==> config.mk <==
export PLATFORM = sky130hd
export DESIGN_NAME = seg_scan_driver
export DESIGN_NICKNAME = d
export VERILOG_FILES = /design/src/rtl/seg_pkg.sv /design/src/rtl/seg7_decode.sv /design/src/rtl/seg_scan_driver.sv
export SDC_FILE = /design/constraint.sdc
export NUM_CORES = 1
export LEC_CHECK = 0
export CORE_ASPECT_RATIO = 0.6
export CORE_MARGIN = 1
export CORE_UTILIZATION = 50
export CTS_BUF_LIST = sky130_fd_sc_hd__clkbuf_2
export DETAILED_ROUTE_END_ITERATION = 6
export GPL_TIMING_DRIVEN = 0
export PLACE_DENSITY_LB_ADDON = 0.1
export SLEW_MARGIN = 30
export SYNTH_ARGS = -nofsm -noshare
export SYNTH_HDL_FRONTEND = slang
export SYNTH_HIERARCHICAL = 1
export SYNTH_SLANG_ARGS = --single-unit
==> constraint.sdc <==
create_clock -name clk_i -period 5.65 [get_ports clk_i]
set_input_delay 1.4125 -clock clk_i [delete_from_list [all_inputs] [get_ports clk_i]]
set_output_delay 1.4125 -clock clk_i [all_outputs]
set_load 0.05 [all_outputs]
==> src/rtl/seg_pkg.sv <==
// Shared constants and the nibble-to-segment encoder for the seven-segment scan driver.
// Segment vectors are active-low, bit6 = a ... bit0 = g.
package seg_pkg;

  localparam logic [6:0] SEG_BLANK = 7'b1111111;

  localparam logic [6:0] SEG_0 = 7'b0000001;
  localparam logic [6:0] SEG_1 = 7'b1001111;
  localparam logic [6:0] SEG_2 = 7'b0010010;
  localparam logic [6:0] SEG_3 = 7'b0000110;
  localparam logic [6:0] SEG_4 = 7'b1001100;
  localparam logic [6:0] SEG_5 = 7'b0100100;
  localparam logic [6:0] SEG_6 = 7'b0100000;
  localparam logic [6:0] SEG_7 = 7'b0001111;
  localparam logic [6:0] SEG_8 = 7'b0000000;
  localparam logic [6:0] SEG_9 = 7'b0000100;
  localparam logic [6:0] SEG_A = 7'b0001000;
  localparam logic [6:0] SEG_B = 7'b1100000;
  localparam logic [6:0] SEG_C = 7'b0110001;
  localparam logic [6:0] SEG_D = 7'b1000010;
  localparam logic [6:0] SEG_E = 7'b0110000;
  localparam logic [6:0] SEG_F = 7'b0111000;

  // Nibbles 10..15 render as letters only in hex mode; otherwise they are blank.
  function automatic logic [6:0] seg_encode(input logic [3:0] nibble, input logic hex);
    logic [6:0] s;
    case (nibble)
      4'h0:    s = SEG_0;
      4'h1:    s = SEG_1;
      4'h2:    s = SEG_2;
      4'h3:    s = SEG_3;
      4'h4:    s = SEG_4;
      4'h5:    s = SEG_5;
      4'h6:    s = SEG_6;
      4'h7:    s = SEG_7;
      4'h8:    s = SEG_8;
      4'h9:    s = SEG_9;
      4'hA:    s = hex ? SEG_A : SEG_BLANK;
      4'hB:    s = hex ? SEG_B : SEG_BLANK;
      4'hC:    s = hex ? SEG_C : SEG_BLANK;
      4'hD:    s = hex ? SEG_D : SEG_BLANK;
      4'hE:    s = hex ? SEG_E : SEG_BLANK;
      default: s = hex ? SEG_F : SEG_BLANK;
    endcase
    return s;
  endfunction

endpackage

==> src/rtl/seg7_decode.sv <==
// Combinational nibble to seven-segment decoder.
//   nibble_i : 4-bit digit value
//   hex_i    : 1 = show A..F, 0 = blank 10..15
//   seg_o    : active-low segments, bit6 = a ... bit0 = g
module seg7_decode
  import seg_pkg::*;
(
  input  logic [3:0] nibble_i,
  input  logic       hex_i,
  output logic [6:0] seg_o
);

  assign seg_o = seg_encode(nibble_i, hex_i);

endmodule

==> src/rtl/seg_scan_driver.sv <==
// Time-multiplexed seven-segment display driver. Scans one digit per SCAN_DIV-clock slot,
// with hex mode, leading-zero blanking, per-digit decimal points and per-digit blink.
//   clk_i, rst_i   : clock, asynchronous active-high reset
//   load_i         : strobe capturing value_i, dp_in_i, blink_mask_i into shadow registers
//   value_i        : DIGITS nibbles, digit 0 in [3:0]
//   dp_in_i        : decimal point request per digit (1 = lit)
//   blink_mask_i   : per-digit blink enable
//   hex_mode_i     : live; 1 = show A..F
//   blank_lz_i     : live; 1 = suppress leading zeros
//   led_in_i/led_o : status LED, one register stage
//   seg_o, dp_o    : active-low segment bus and decimal point
//   an_o           : active-low digit enables
module seg_scan_driver
  import seg_pkg::*;
#(
  parameter int unsigned DIGITS    = 4,
  parameter int unsigned SCAN_DIV  = 50000,
  parameter int unsigned BLINK_DIV = 64
) (
  input  logic                  clk_i,
  input  logic                  rst_i,
  input  logic                  load_i,
  input  logic [4*DIGITS-1:0]   value_i,
  input  logic [DIGITS-1:0]     dp_in_i,
  input  logic [DIGITS-1:0]     blink_mask_i,
  input  logic                  hex_mode_i,
  input  logic                  blank_lz_i,
  input  logic                  led_in_i,
  output logic [6:0]            seg_o,
  output logic                  dp_o,
  output logic [DIGITS-1:0]     an_o,
  output logic                  led_o
);

  localparam int unsigned IdxW   = (DIGITS > 1) ? $clog2(DIGITS) : 1;
  localparam int unsigned PresW  = $clog2(SCAN_DIV);
  localparam int unsigned FrameW = (BLINK_DIV > 1) ? $clog2(BLINK_DIV) : 1;

  localparam logic [IdxW-1:0]   IdxLast   = IdxW'(DIGITS - 1);
  localparam logic [PresW-1:0]  PresLast  = PresW'(SCAN_DIV - 1);
  localparam logic [FrameW-1:0] FrameLast = FrameW'(BLINK_DIV - 1);

  logic [PresW-1:0]    presc_q, presc_d;
  logic [IdxW-1:0]     idx_q, idx_d;
  logic [FrameW-1:0]   frame_q, frame_d;
  logic                blink_q, blink_d;
  logic [4*DIGITS-1:0] val_q, val_d;
  logic [DIGITS-1:0]   dpm_q, dpm_d;
  logic [DIGITS-1:0]   blm_q, blm_d;
  logic [6:0]          seg_q, seg_d;
  logic                dp_q, dp_d;
  logic [DIGITS-1:0]   an_q, an_d;
  logic                led_q;

  logic              wrap;
  logic [DIGITS-1:0] lz_mask;
  logic [3:0]        cur_nib;
  logic              cur_dp, cur_blm, cur_lz, cur_blank;
  logic [6:0]        dec_seg;

  // Prescaler, digit index and blink timebase.
  always_comb begin
    presc_d = presc_q + PresW'(1);
    idx_d   = idx_q;
    wrap    = 1'b0;
    frame_d = frame_q;
    blink_d = blink_q;
    if (presc_q == PresLast) begin
      presc_d = '0;
      if (idx_q == IdxLast) begin
        idx_d = '0;
        wrap  = 1'b1;
      end else begin
        idx_d = idx_q + IdxW'(1);
      end
    end
    if (wrap) begin
      if (frame_q == FrameLast) begin
        frame_d = '0;
        blink_d = ~blink_q;
      end else begin
        frame_d = frame_q + FrameW'(1);
      end
    end
  end

  assign val_d = load_i ? value_i      : val_q;
  assign dpm_d = load_i ? dp_in_i      : dpm_q;
  assign blm_d = load_i ? blink_mask_i : blm_q;

  // A digit is a leading zero when it and every digit to its left are zero; digit 0 never is.
  always_comb begin
    logic all_zero;
    all_zero = 1'b1;
    lz_mask  = '0;
    for (int i = int'(DIGITS) - 1; i >= 1; i--) begin
      all_zero   = all_zero & (val_q[4*i +: 4] == 4'h0);
      lz_mask[i] = all_zero & blank_lz_i;
    end
  end

  // Select the attributes of the digit currently being scanned.
  always_comb begin
    cur_nib = '0;
    cur_dp  = 1'b0;
    cur_blm = 1'b0;
    cur_lz  = 1'b0;
    an_d    = '1;
    for (int i = 0; i < int'(DIGITS); i++) begin
      if (idx_q == IdxW'(i)) begin
        cur_nib = val_q[4*i +: 4];
        cur_dp  = dpm_q[i];
        cur_blm = blm_q[i];
        cur_lz  = lz_mask[i];
        an_d[i] = 1'b0;
      end
    end
  end

  seg7_decode u_decode (
    .nibble_i (cur_nib),
    .hex_i    (hex_mode_i),
    .seg_o    (dec_seg)
  );

  // Blinked digits keep their enable low but show nothing.
  assign cur_blank = cur_lz | (blink_q & cur_blm);
  assign seg_d     = cur_blank ? SEG_BLANK : dec_seg;
  assign dp_d      = cur_blank ? 1'b1 : ~cur_dp;

  always_ff @(posedge clk_i or posedge rst_i) begin
    if (rst_i) begin
      presc_q <= '0;
      idx_q   <= '0;
      frame_q <= '0;
      blink_q <= 1'b0;
      val_q   <= '0;
      dpm_q   <= '0;
      blm_q   <= '0;
      seg_q   <= SEG_BLANK;
      dp_q    <= 1'b1;
      an_q    <= '1;
      led_q   <= 1'b0;
    end else begin
      presc_q <= presc_d;
      idx_q   <= idx_d;
      frame_q <= frame_d;
      blink_q <= blink_d;
      val_q   <= val_d;
      dpm_q   <= dpm_d;
      blm_q   <= blm_d;
      seg_q   <= seg_d;
      dp_q    <= dp_d;
      an_q    <= an_d;
      led_q   <= led_in_i;
    end
  end

  assign seg_o = seg_q;
  assign dp_o  = dp_q;
  assign an_o  = an_q;
  assign led_o = led_q;

endmodule
[Word level (Yosys, flattened, before mapping)]
Cells that the tools add are included.
Word-level totals
  word-level logic and storage cells: 81
  memories: 0
  register bits after elaboration: 62
  RAM bits: 0
  ROM bits: 0
  latch bits: 0
  input port bits: 30
Cells by class
  $lt $le $gt $ge: 0
  bitwise operators: 9
  add/subtract/negate cells: 3
  reduce and logical (&&, ||, !) cells: 6
  div/mod/pow operators: 0
  multiply operators: 0
  equality and inequality tests: 19
  shift operators: 0
  multiplexer cells: 33
Operators by type and width (number)
  one-hot mux 7 bit (15 select lines): 1
  2-to-1 mux 7 bit: 5
  == test 4 bit, second input constant: 7
  2-to-1 mux 1 bit: 18
  adder 16 x 1 -> 16 bit, second input constant: 1
  == test 16 bit, second input constant: 1
  == test 4 x 3 -> 1 bit, second input constant: 4
  logical NOT 4 bit: 4
  2-to-1 mux 16 bit: 1
  2-to-1 mux 4 bit: 4
  2-to-1 mux 6 bit: 2
  == test 4 x 2 -> 1 bit, second input constant: 2
  adder 6 x 1 -> 6 bit, second input constant: 1
  AND 1 bit: 6
  == test 6 bit, second input constant: 1
  2-to-1 mux 5 bit: 1
  == test 2 bit, second input constant: 2
  == test 4 x 1 -> 1 bit, second input constant: 1
  adder 2 x 1 -> 2 bit, second input constant: 1
  == test 2 x 1 -> 1 bit, second input constant: 1
  logical NOT 2 bit: 1
  2-to-1 mux 2 bit: 1
  inverter 1 bit: 2
  AND reduction 2 bit: 1
  OR 1 bit: 1

[Depth between registers and ports, before layout]
  depth after elaboration: 9
  mapped depth: 12
  depth with buffers taken out: 9

[Modules after synthesis]
The synthesis kept the hierarchy.
By module, submodules not included
  seg_scan_driver: area each 2773.9 sq um, times used 1, cells an instance 233
  seg7_decode: area each 291.5 sq um, times used 1, cells an instance 43

[Least setup slack after synthesis]
OpenSTA, ideal clock, no wires.
  path type: in2reg
  from: input load_i
  to: register blm_q[0]
  data arrival time: 2.331 ns
  stages: 3
  data required time: 5.525 ns
  setup slack: 3.194 ns
  cell sequence: clkbuf_1 > clkbuf_1 > mux2_2
RTL lines
  start, declared: line seg_scan_driver.sv:22  | input logic load_i,
  end signal, assigned: line seg_scan_driver.sv:151  | blm_q <= blm_d;
  end, declared: line seg_scan_driver.sv:49  | logic [DIGITS-1:0] blm_q, blm_d;
No word-level cell between the ends.

[Worst setup path after layout]
  from: register an_q[2], in the netlist an_o[2]
  to: output an_o[2]
RTL lines
  start, declared: line seg_scan_driver.sv:52  | logic [DIGITS-1:0] an_q, an_d;
  start signal, assigned: line seg_scan_driver.sv:154  | an_q <= an_d;
  end, declared: line seg_scan_driver.sv:31  | output logic [DIGITS-1:0] an_o,
No word-level cell between the ends.

==> results.ini <==
[logic_synthesis]
syn_inst=276
synth_cell_type_count=52
synth_top_area_cell=dfrtp_1
synth.area.top_cells=dfrtp_1 (41%), dfstp_2 (10%), mux2_2 (9.2%), xor2_1 (2.9%), ha_1 (2.4%)
yosysMostFrequentCell=dfrtp_1
yosysSeqAreaShare=0.511
ys_top_cells_by_count=dfrtp_1 (50), mux2_2 (25), nor2_1 (19)
synth_seq_cells=62
avgSynthCellArea_sq_um=11.1
syn-cell-area_sq_um=3070
yosys_warnings=6
synth_edf_count=0
syn-num-nets=312
ys.flop_type=dfrtp_1
netlist.area_leader.share=0.408
ys_async_sr_fraction=1.00

[layout]
seq_area_sq_um=1570
stdcell_area_sq_um=3720
diodes=0
area_growth_pct=21.2
drive_gt1_frac=0.216
fillCellCount=470
nNetsFinal=365
multi_input_area_sq_um=1370

[pwr]
p_per_area_nw_per_um2=250
vdd_drop_max_uv=149
finalPower_mw=0.930
p_leak_nw=1.56

[clocking]
post_cts_buffers=0
htree_levels=3
clk_latency_ns=0.48
postCtsHoldBufs=0
clock_sinks=62
cts_buffers=9
clk_pin_slew_ns=0.17
root_buffer=clkbuf_2
ctsResizeCount=0
tritoncts=done
cts_buffer_depth=2

[worst_setup_path]
critPathRequiredTime_ns=4.24
cp_max_fo=1
path_delay_family=buffers and inverters
crit_arrival_ns=1.85
crit_chain=clkdlybuf4s50_1
critPathBufInv=1
critPathKind=register to output pin
slowest_stage=clkdlybuf4s50_1
startpoint_type=register
worstSetupEndpointType=output pin
slowest_delay_ns=0.80

[placed_design]
place.gp.congestion=0.819
dp_hpwl_um=4600
placedInstanceArea_sq_um=3610
portBuffers=41

[sta]
timing.final.max_slew_violations=0
layout_min_cycle_time_ns=3.26
hold_violations=0
slew_headroom=0.430
timing.hold.ws_ns=0.506
finalSetupTns_ns=0
min_period_over_period=0.577
rsz0062_at_grt=no
fmax_ghz=0.307
skew_ns=0.00928
finalSetupViolations=0
worst-slew-pin-transition_ns=0.848

[routing]
wl_um=6390
drt_iter0_drc=151
drtAntennaViolNets=0
drtPass1Iterations=4
drc=0
wl_per_cell_um=15.4
vias=2360
vias_per_cell=5.70

[global_route]
grt_overflow=0
grt_max_degree=47
grt_pass1_vias=2140
grt_pass1_wl_um=10800
antenna_found_initial=0
track_usage=0.224

[floorplan]
io_pins=43
fp.dieW_um=103
die_h_um=62.7
die-area_sq_um=6460
row_count=21
start_util=0.535
coreArea_sq_um=5730

[worst_hold_path]
hold_class=register to register

[flow_run]
maxCapViolCount=0

[run_status]
status=finished, final reports clean

## cell families after synthesis
kind of cell	share of synthesized area
AND/OR/NAND/NOR	0.167
flip-flops	0.511
AO/OA/AOI/OAI	0.112
multiplexers	0.102
buffers and inverters	0.0408
XOR/XNOR	0.0429
adder cells (fa/ha/maj)	0.0245
## sequential cells by signal, summed over array words and instances (netlist names)
register  cells
blink_q       1
dp_o          1
an_o          4
blm_q         4
presc_q      16
seg_o         7
dpm_q         4
frame_q       6
val_q        16
led_o         1
idx_q         2
## worst paths after layout
check | endpoint | slack (ns) | startpoint | depth (start not counted)
worst max-delay path | an_o[2] | 2.39 | an_o[2] | 1
worst min-delay path | frame_q[4] | 0.51 | frame_q[4] | 1
worst max register to register | seg_o[3] | 2.66 | idx_q[0] | 10
worst min register to register | frame_q[4] | 0.51 | frame_q[4] | 1
max in group asynchronous | seg_o[3] | 3.90 | rst_i | 3
min in group asynchronous | presc_q[10] | 1.20 | rst_i | 2
## metrics by stage
step	util	setup slack, ns	cells
after detailed placement	0.630	2.72	398
after global routing	0.649	2.29	414
after CTS	0.649	2.32	414
after global placement	0.624	1.58	397
final	0.649	2.39	414
after floorplan	-	2.72	276
## final cells by class
cell class / count / area share
well taps: 80 / 0.0269
repair buffers: 42 / 0.118
multi-input cells: 188 / 0.370
flip-flops and latches: 62 / 0.422
plain buffers: 15 / 0.0226
clock inverters: 7 / 0.0175
clock buffers: 9 / 0.0121
inverters: 11 / 0.0118
## routing by layer
layer	global-route usage	routed length, um	up-vias
met5	0	0	-
met4	0.0704	54	0
met3	0.0716	426	6
met2	0.278	2600	82
met1	0.359	3310	1164
li1	-	-	1108
## power by group
part	total [mW]	internal, mW	switching (mW)
clock network	0.262	0.0987	0.163
registers	0.492	0.478	0.0140
logic	0.175	0.0805	0.0949
total	0.930	0.658	0.272
## placed cells by master, fill, tap and decap left out, types with 6 or more instances in the layout
cell type	Yosys	routed
clkbuf_1	8	8
dfrtp_1	50	50
dfstp_2	12	12
nand3b_1	8	8
mux2_2	25	25
inv_1	10	9
nand2_1	18	18
nor2_1	19	19
a21oi_1	9	9
clkdlybuf4s50_1	0	41
xor2_1	10	10
nor2b_1	6	6
clkbuf_2	0	9
nand3_1	12	12
o21ai_0	8	8
ha_1	6	6
(Power assumes the default switching activity.)
